`src/rtl/time_pkg.sv`:
```
`default_nettype none
// +----------------------------------------------------------------------+
// | time_pkg                                                             |
// | Field widths, CTI/CTO bit positions and moduli for the time counter. |
// | Rev 1.0                                                              |
// +----------------------------------------------------------------------+
package time_pkg;

    localparam int c_ONES_W = 4;
    localparam int c_TENS_W = 3;
    localparam int c_HOUR_W = 5;
    localparam int c_DAY_W  = 3;
    localparam int c_CT_W   = c_ONES_W + c_TENS_W + c_HOUR_W + c_DAY_W;

    localparam int c_ONES_LSB = 0;
    localparam int c_TENS_LSB = c_ONES_LSB + c_ONES_W;
    localparam int c_HOUR_LSB = c_TENS_LSB + c_TENS_W;
    localparam int c_DAY_LSB  = c_HOUR_LSB + c_HOUR_W;

    localparam int c_ONES_MOD = 10;
    localparam int c_TENS_MOD = 6;
    localparam int c_HOUR_MOD = 24;

endpackage : time_pkg
`default_nettype wire

```
`src/rtl/mod_counter.sv`:
```
`default_nettype none
// +----------------------------------------------------------------------+
// | mod_counter                                                          |
// | Modulo-N counter with clear, load and ripple carry-in/carry-out.     |
// | Rev 1.0                                                              |
// +----------------------------------------------------------------------+
module mod_counter #(
    parameter int WIDTH   = 4,
    parameter int MODULUS = 10
) (
    input  logic             clk,
    input  logic             rst,
    input  logic             clr,
    input  logic             load,
    input  logic [WIDTH-1:0] load_val,
    input  logic             carry_in,
    output logic             carry_out,
    output logic [WIDTH-1:0] count
);

    localparam logic [WIDTH-1:0] c_MAX = WIDTH'(MODULUS - 1);

    logic [WIDTH-1:0] r_count;

    assign carry_out = carry_in && (r_count == c_MAX);
    assign count     = r_count;

    always_ff @(posedge clk) begin
        if (rst || clr) begin
            r_count <= '0;
        end else if (load) begin
            r_count <= load_val;
        end else if (carry_in) begin
            r_count <= (r_count == c_MAX) ? '0 : r_count + WIDTH'(1);
        end
    end

endmodule : mod_counter
`default_nettype wire

```
`src/rtl/time_counter_gen.sv`:
```
`default_nettype none
// +----------------------------------------------------------------------+
// | time_counter_gen                                                     |
// | Minute prescaler driving a BCD-minute / hour / day-of-week counter.  |
// | Rev 1.0                                                              |
// +----------------------------------------------------------------------+
module time_counter_gen
    import time_pkg::*;
#(
    parameter int TICKS_PER_MIN = 60000,
    parameter int DAYS_PER_WEEK = 7
) (
    input  logic              Clk,
    input  logic              Rst,
    input  logic              EN_CT,
    input  logic              Clr_CT,
    input  logic              LD_CT,
    input  logic [c_CT_W-1:0] CTI,
    output logic [c_CT_W-1:0] CTO,
    output logic              Tick_Min,
    output logic              Day_Wrap,
    output logic              Load_Err
);

    localparam int c_PS_W_RAW = $clog2(TICKS_PER_MIN + 1);
    localparam int c_PS_W     = (c_PS_W_RAW < 1) ? 1 : c_PS_W_RAW;
    localparam logic [c_PS_W-1:0] c_PS_MAX = c_PS_W'(TICKS_PER_MIN - 1);
    localparam logic [c_DAY_W:0]  c_DPW    = (c_DAY_W + 1)'(DAYS_PER_WEEK);

    logic [c_PS_W-1:0]   r_ps;
    logic                r_tick;
    logic                r_day_wrap;
    logic                r_load_err;

    logic [c_ONES_W-1:0] w_ones_in, w_ones;
    logic [c_TENS_W-1:0] w_tens_in, w_tens;
    logic [c_HOUR_W-1:0] w_hour_in, w_hour;
    logic [c_DAY_W-1:0]  w_day_in,  w_day;
    logic                w_valid;
    logic                w_load_ok;
    logic                w_advance;
    logic                w_ones_c, w_tens_c, w_hour_c, w_day_c;

    assign w_ones_in = CTI[c_ONES_LSB +: c_ONES_W];
    assign w_tens_in = CTI[c_TENS_LSB +: c_TENS_W];
    assign w_hour_in = CTI[c_HOUR_LSB +: c_HOUR_W];
    assign w_day_in  = CTI[c_DAY_LSB  +: c_DAY_W];

    assign w_valid = (w_ones_in <= c_ONES_W'(c_ONES_MOD - 1))
                  && (w_tens_in <= c_TENS_W'(c_TENS_MOD - 1))
                  && (w_hour_in <= c_HOUR_W'(c_HOUR_MOD - 1))
                  && ({1'b0, w_day_in} < c_DPW);

    // Clear outranks load, so a load coinciding with a clear is simply dropped.
    assign w_load_ok = LD_CT && w_valid && !Clr_CT;
    assign w_advance = EN_CT && (r_ps == c_PS_MAX);

    always_ff @(posedge Clk) begin
        if (Rst || Clr_CT || w_load_ok) begin
            r_ps <= '0;
        end else if (EN_CT) begin
            r_ps <= (r_ps == c_PS_MAX) ? '0 : r_ps + c_PS_W'(1);
        end
    end

    always_ff @(posedge Clk) begin
        if (Rst) begin
            r_tick     <= 1'b0;
            r_day_wrap <= 1'b0;
            r_load_err <= 1'b0;
        end else begin
            r_tick     <= w_advance && !Clr_CT && !w_load_ok;
            r_day_wrap <= w_day_c && !Clr_CT && !w_load_ok;
            r_load_err <= LD_CT && !w_valid && !Clr_CT;
        end
    end

    mod_counter #(.WIDTH(c_ONES_W), .MODULUS(c_ONES_MOD)) u_ones (
        .clk(Clk), .rst(Rst), .clr(Clr_CT), .load(w_load_ok), .load_val(w_ones_in),
        .carry_in(w_advance), .carry_out(w_ones_c), .count(w_ones)
    );

    mod_counter #(.WIDTH(c_TENS_W), .MODULUS(c_TENS_MOD)) u_tens (
        .clk(Clk), .rst(Rst), .clr(Clr_CT), .load(w_load_ok), .load_val(w_tens_in),
        .carry_in(w_ones_c), .carry_out(w_tens_c), .count(w_tens)
    );

    mod_counter #(.WIDTH(c_HOUR_W), .MODULUS(c_HOUR_MOD)) u_hour (
        .clk(Clk), .rst(Rst), .clr(Clr_CT), .load(w_load_ok), .load_val(w_hour_in),
        .carry_in(w_tens_c), .carry_out(w_hour_c), .count(w_hour)
    );

    mod_counter #(.WIDTH(c_DAY_W), .MODULUS(DAYS_PER_WEEK)) u_day (
        .clk(Clk), .rst(Rst), .clr(Clr_CT), .load(w_load_ok), .load_val(w_day_in),
        .carry_in(w_hour_c), .carry_out(w_day_c), .count(w_day)
    );

    assign CTO      = {w_day, w_hour, w_tens, w_ones};
    assign Tick_Min = r_tick;
    assign Day_Wrap = r_day_wrap;
    assign Load_Err = r_load_err;

endmodule : time_counter_gen
`default_nettype wire
```
`config.mk`:
```
export PLATFORM = sky130hd
export DESIGN_NAME = time_counter_gen
export DESIGN_NICKNAME = d
export VERILOG_FILES = /design/src/rtl/time_pkg.sv /design/src/rtl/mod_counter.sv /design/src/rtl/time_counter_gen.sv
export SDC_FILE = /design/constraint.sdc
export NUM_CORES = 1
export LEC_CHECK = 0
export CAP_MARGIN = 40
export CORE_ASPECT_RATIO = 1.1
export CORE_MARGIN = 5
export CORE_UTILIZATION = 45
export DETAILED_ROUTE_END_ITERATION = 12
export PLACE_DENSITY = 0.77
export SYNTH_ARGS = -nofsm -noshare
export SYNTH_HDL_FRONTEND = slang
export SYNTH_SLANG_ARGS = --single-unit
```
`constraint.sdc`:
```
create_clock -name Clk -period 2.1 [get_ports Clk]
set_clock_uncertainty 0.15 [all_clocks]
set_input_delay 0.21 -clock Clk [delete_from_list [all_inputs] [get_ports Clk]]
set_output_delay 0.21 -clock Clk [all_outputs]
set_load 0.02 [all_outputs]
```
==> out/results.tsv <==
stage	metric	value	unit
yosys	synth-adder-area-share	1.45	%
route	routed_wl	4090	um
clock_network	h-tree-depth	2	
route	drc	0	
yosys	synth_area_leaders	dfxtp_1, xor2_1, nand2_1, nor2_1, mux2i_1	
floorplan	die_h	75.0	um
grt	grt_start_max_net_pins	19	
final_layout	antenna_cells	0	
critical_path	worstSetupStartpointType	flip-flop	
yosys	ys_seq_area_share	39.4	%
yosys	synth_cell_type_count	43	
route	antenna_left	0	
yosys	syn_area_per_cell	8.60	um^2
route	dr.pass1.iters	4	
power	peakVddDrop	0.348	mV
critical_path	arrival	2.05	ns
yosys	synth_edf_count	0	
yosys	synth_mux_area_share	3.47	%
final_layout	fillers	335	
timing	min_period_over_period	93.9	%
timing	finalCriticalPeriod	1.97	ns
grt	grt_pass1_vias	1549	
floorplan	die-width	69.1	um
clock_network	path_clk_slew	0.06	ns
run	drv_cap	0	
critical_path	cp-end-kind	flip-flop	
power	power.total	1.23	mW
timing	fin_tns_setup	0	ns
timing	tightest_slew	0.365	ns
floorplan	num_rows	23	
power	power_density	514	nW/um^2
grt	grt_antenna_before_repair	0	
route	wire_per_inst	13.1	um
yosys	ys_warn_count	0	
floorplan	coreArea	3680	um^2
critical_path	path_class	flip-flop to flip-flop	
yosys	synth_simple_gate_area_share	34.2	%
grt	grt.total_usage	17.0	%
timing	fmax	507	MHz
route	vias_per_cell	5.28	
yosys	synth_compound_area_share	10.3	%
critical_path	cp_data_required_time	2.18	ns
timing	setup_slack	0.128	ns
clock_network	ctsHoldBuffers	0	
floorplan	io_pins	38	
clock_network	clock_sinks	34	
timing	hold_viol	0	
yosys	syn_inst	201	
grt	grt.overflow.total	0	
yosys	synth_area	1730	um^2
clock_network	cts_max_path_buffers	2	
floorplan	initial_core_util	46.9	%
power	p_leak	0.904	nW
yosys	synth_nets	223	
timing	setup_viol_count_final	0	
route	drt_iter0_drc	103	
route	vias	1641	
yosys	synth_top_family_by_area	simple AND/OR/NAND/NOR gates	
yosys	synth_top_area_cell	dfxtp_1	
hold_path	hp-class	input pin to flip-flop	
timing	relSlewSlack	75.5	%
yosys	async_flop_share	0	%
outcome	status	finished, final reports clean	
clock_network	clkLatencyLatePin	0.29	ns
yosys	synth-xor-area-share	9.62	%
yosys	synthFlopType	dfxtp_1	
final_layout	ff_latch_area	681	um^2
timing	final-max-slew-violation-count	0	
floorplan	die-area	5180	um^2
yosys	synth_top_cell_area_share	39.4	%
clock_network	clockRootBuffer	clkbuf_8	
final_layout	area_growth_syn_to_layout	38.2	%
grt	grt_pass1_wl	6980	um
final_layout	multi_input_comb_area	1020	um^2
final_layout	nets	283	
placement	routabilityCongestion	0.808	
timing	grt_setup_unrepaired	false	
placement	portBuffers	37	
clock_network	cts_buffers	5	
placement	dp_hpwl	3170	um
yosys	yosys_register_bits	34	
critical_path	cp_max_fo	4	
placement	place_ws	0.0257	ns
clock_network	cts_tree	yes	
final_layout	drive_gt1_share	12.6	%
[cells in the final DEF (no fill, tap or decap), types with 2 or more instances in the layout]
cell,synthesis,layout
nor2_1,25,25
and4_1,2,2
o21ai_1,12,12
nand3_1,11,11
nand2_1,26,26
buf_4,0,20
nand2b_1,2,2
a21oi_1,3,3
clkdlybuf4s50_1,0,37
nand4b_1,2,2
and4b_1,2,2
and2_1,2,2
nor3_1,3,3
nand4_1,6,6
xnor2_1,6,6
nor2b_1,5,5
and3_1,4,4
inv_1,2,2
clkbuf_8,0,5
xor2_1,13,13
dfxtp_1,34,34
a31oi_1,7,7
mux2i_1,6,6
ha_1,2,2
clkbuf_1,4,2
nor4_4,2,2
[kinds of logic (layout without fill, tap and decap cells)]
logic type / Yosys count / in the layout
multiplexers: 6 / 6
AND/OR/NAND/NOR: 104 / 104
XOR/XNOR: 19 / 19
AO/OA/AOI/OAI: 29 / 29
buffers and inverters: 7 / 67
flip-flops: 34 / 34
adder cells (fa/ha/maj): 2 / 2
[through the flow]
step	cells	utilization [%]	hold WS [ns]	cell area, um^2
global route	311	64.9	0.339	2390
CTS	310	64.6	0.314	2380
global placement	303	62.6	0.341	2300
finish	311	64.9	0.323	2390
floorplan	201	-	0.143	1730
detailed placement	303	62.6	0.350	2300
[worst max-delay path: stages, from the launching register on]
cell,delay [ns]
dfxtp_1,0.37
ha_1,0.23
nand4b_1,0.17
nor4_4,0.27
buf_4,0.18
nand3_4,0.06
or4_1,0.40
nand3_1,0.09
[power by group]
group          switching (mW)  internal, mW
combinational          0.0530        0.0660
clock                   0.222         0.228
sequential            0.00764         0.653
total                   0.282         0.947
[registers in the layout, indices dropped and copies added (netlist names)]
| name | flops |
|---|---|
| u_tens.count | 3 |
| u_ones.count | 4 |
| Day_Wrap | 1 |
| u_hour.count | 5 |
| r_ps | 16 |
| Tick_Min | 1 |
| u_day.count | 3 |
| Load_Err | 1 |
[layer usage]
layer	track usage (%)	routed length, um	vias to the layer above
met5	0	0	-
met4	7.38	73	0
met3	5.47	240	9
met2	30.8	2060	38
met1	18.4	1720	761
li1	-	-	833
[worst paths after layout]
path / startpoint / to / slack, ns / cells after the start
setup / recovery: r_ps[0] / u_hour.count[4] / 0.13 / 7
hold / removal: CTI[7] / u_hour.count[0] / 0.32 / 3
setup reg to reg: r_ps[0] / u_hour.count[4] / 0.13 / 7
hold reg to reg: r_ps[0] / r_ps[0] / 0.36 / 2
[timing repair]
action	4_1_cts	5_1_grt
resized for setup	0	1
hold endpoints to repair	0	0
buffers inserted	0	1
setup endpoints to repair	0	5
[final cells by class]
| type | count | area share [%] |
|---|---|---|
| timing repair buffer | 58 | 22.6 |
| tap | 50 | 2.62 |
| clock buffer | 7 | 3.19 |
| inverter | 2 | 0.314 |
| sequential | 34 | 28.5 |
| multi-input combinational | 160 | 42.8 |
[Yosys cell counts (2+ instances only)]
| cell | number |
|---|---|
| a21oi_1 | 3 |
| a31oi_1 | 7 |
| and2_1 | 2 |
| and3_1 | 4 |
| and4_1 | 2 |
| and4b_1 | 2 |
| clkbuf_1 | 4 |
| dfxtp_1 | 34 |
| ha_1 | 2 |
| inv_1 | 2 |
| mux2i_1 | 6 |
| nand2_1 | 26 |
| nand2b_1 | 2 |
| nand3_1 | 11 |
| nand4_1 | 6 |
| nand4b_1 | 2 |
| nor2_1 | 25 |
| nor2b_1 | 5 |
| nor3_1 | 3 |
| nor4_4 | 2 |
| o21ai_1 | 12 |
| xnor2_1 | 6 |
| xor2_1 | 13 |
No activity file was read; power rests on OpenSTA's default activity.
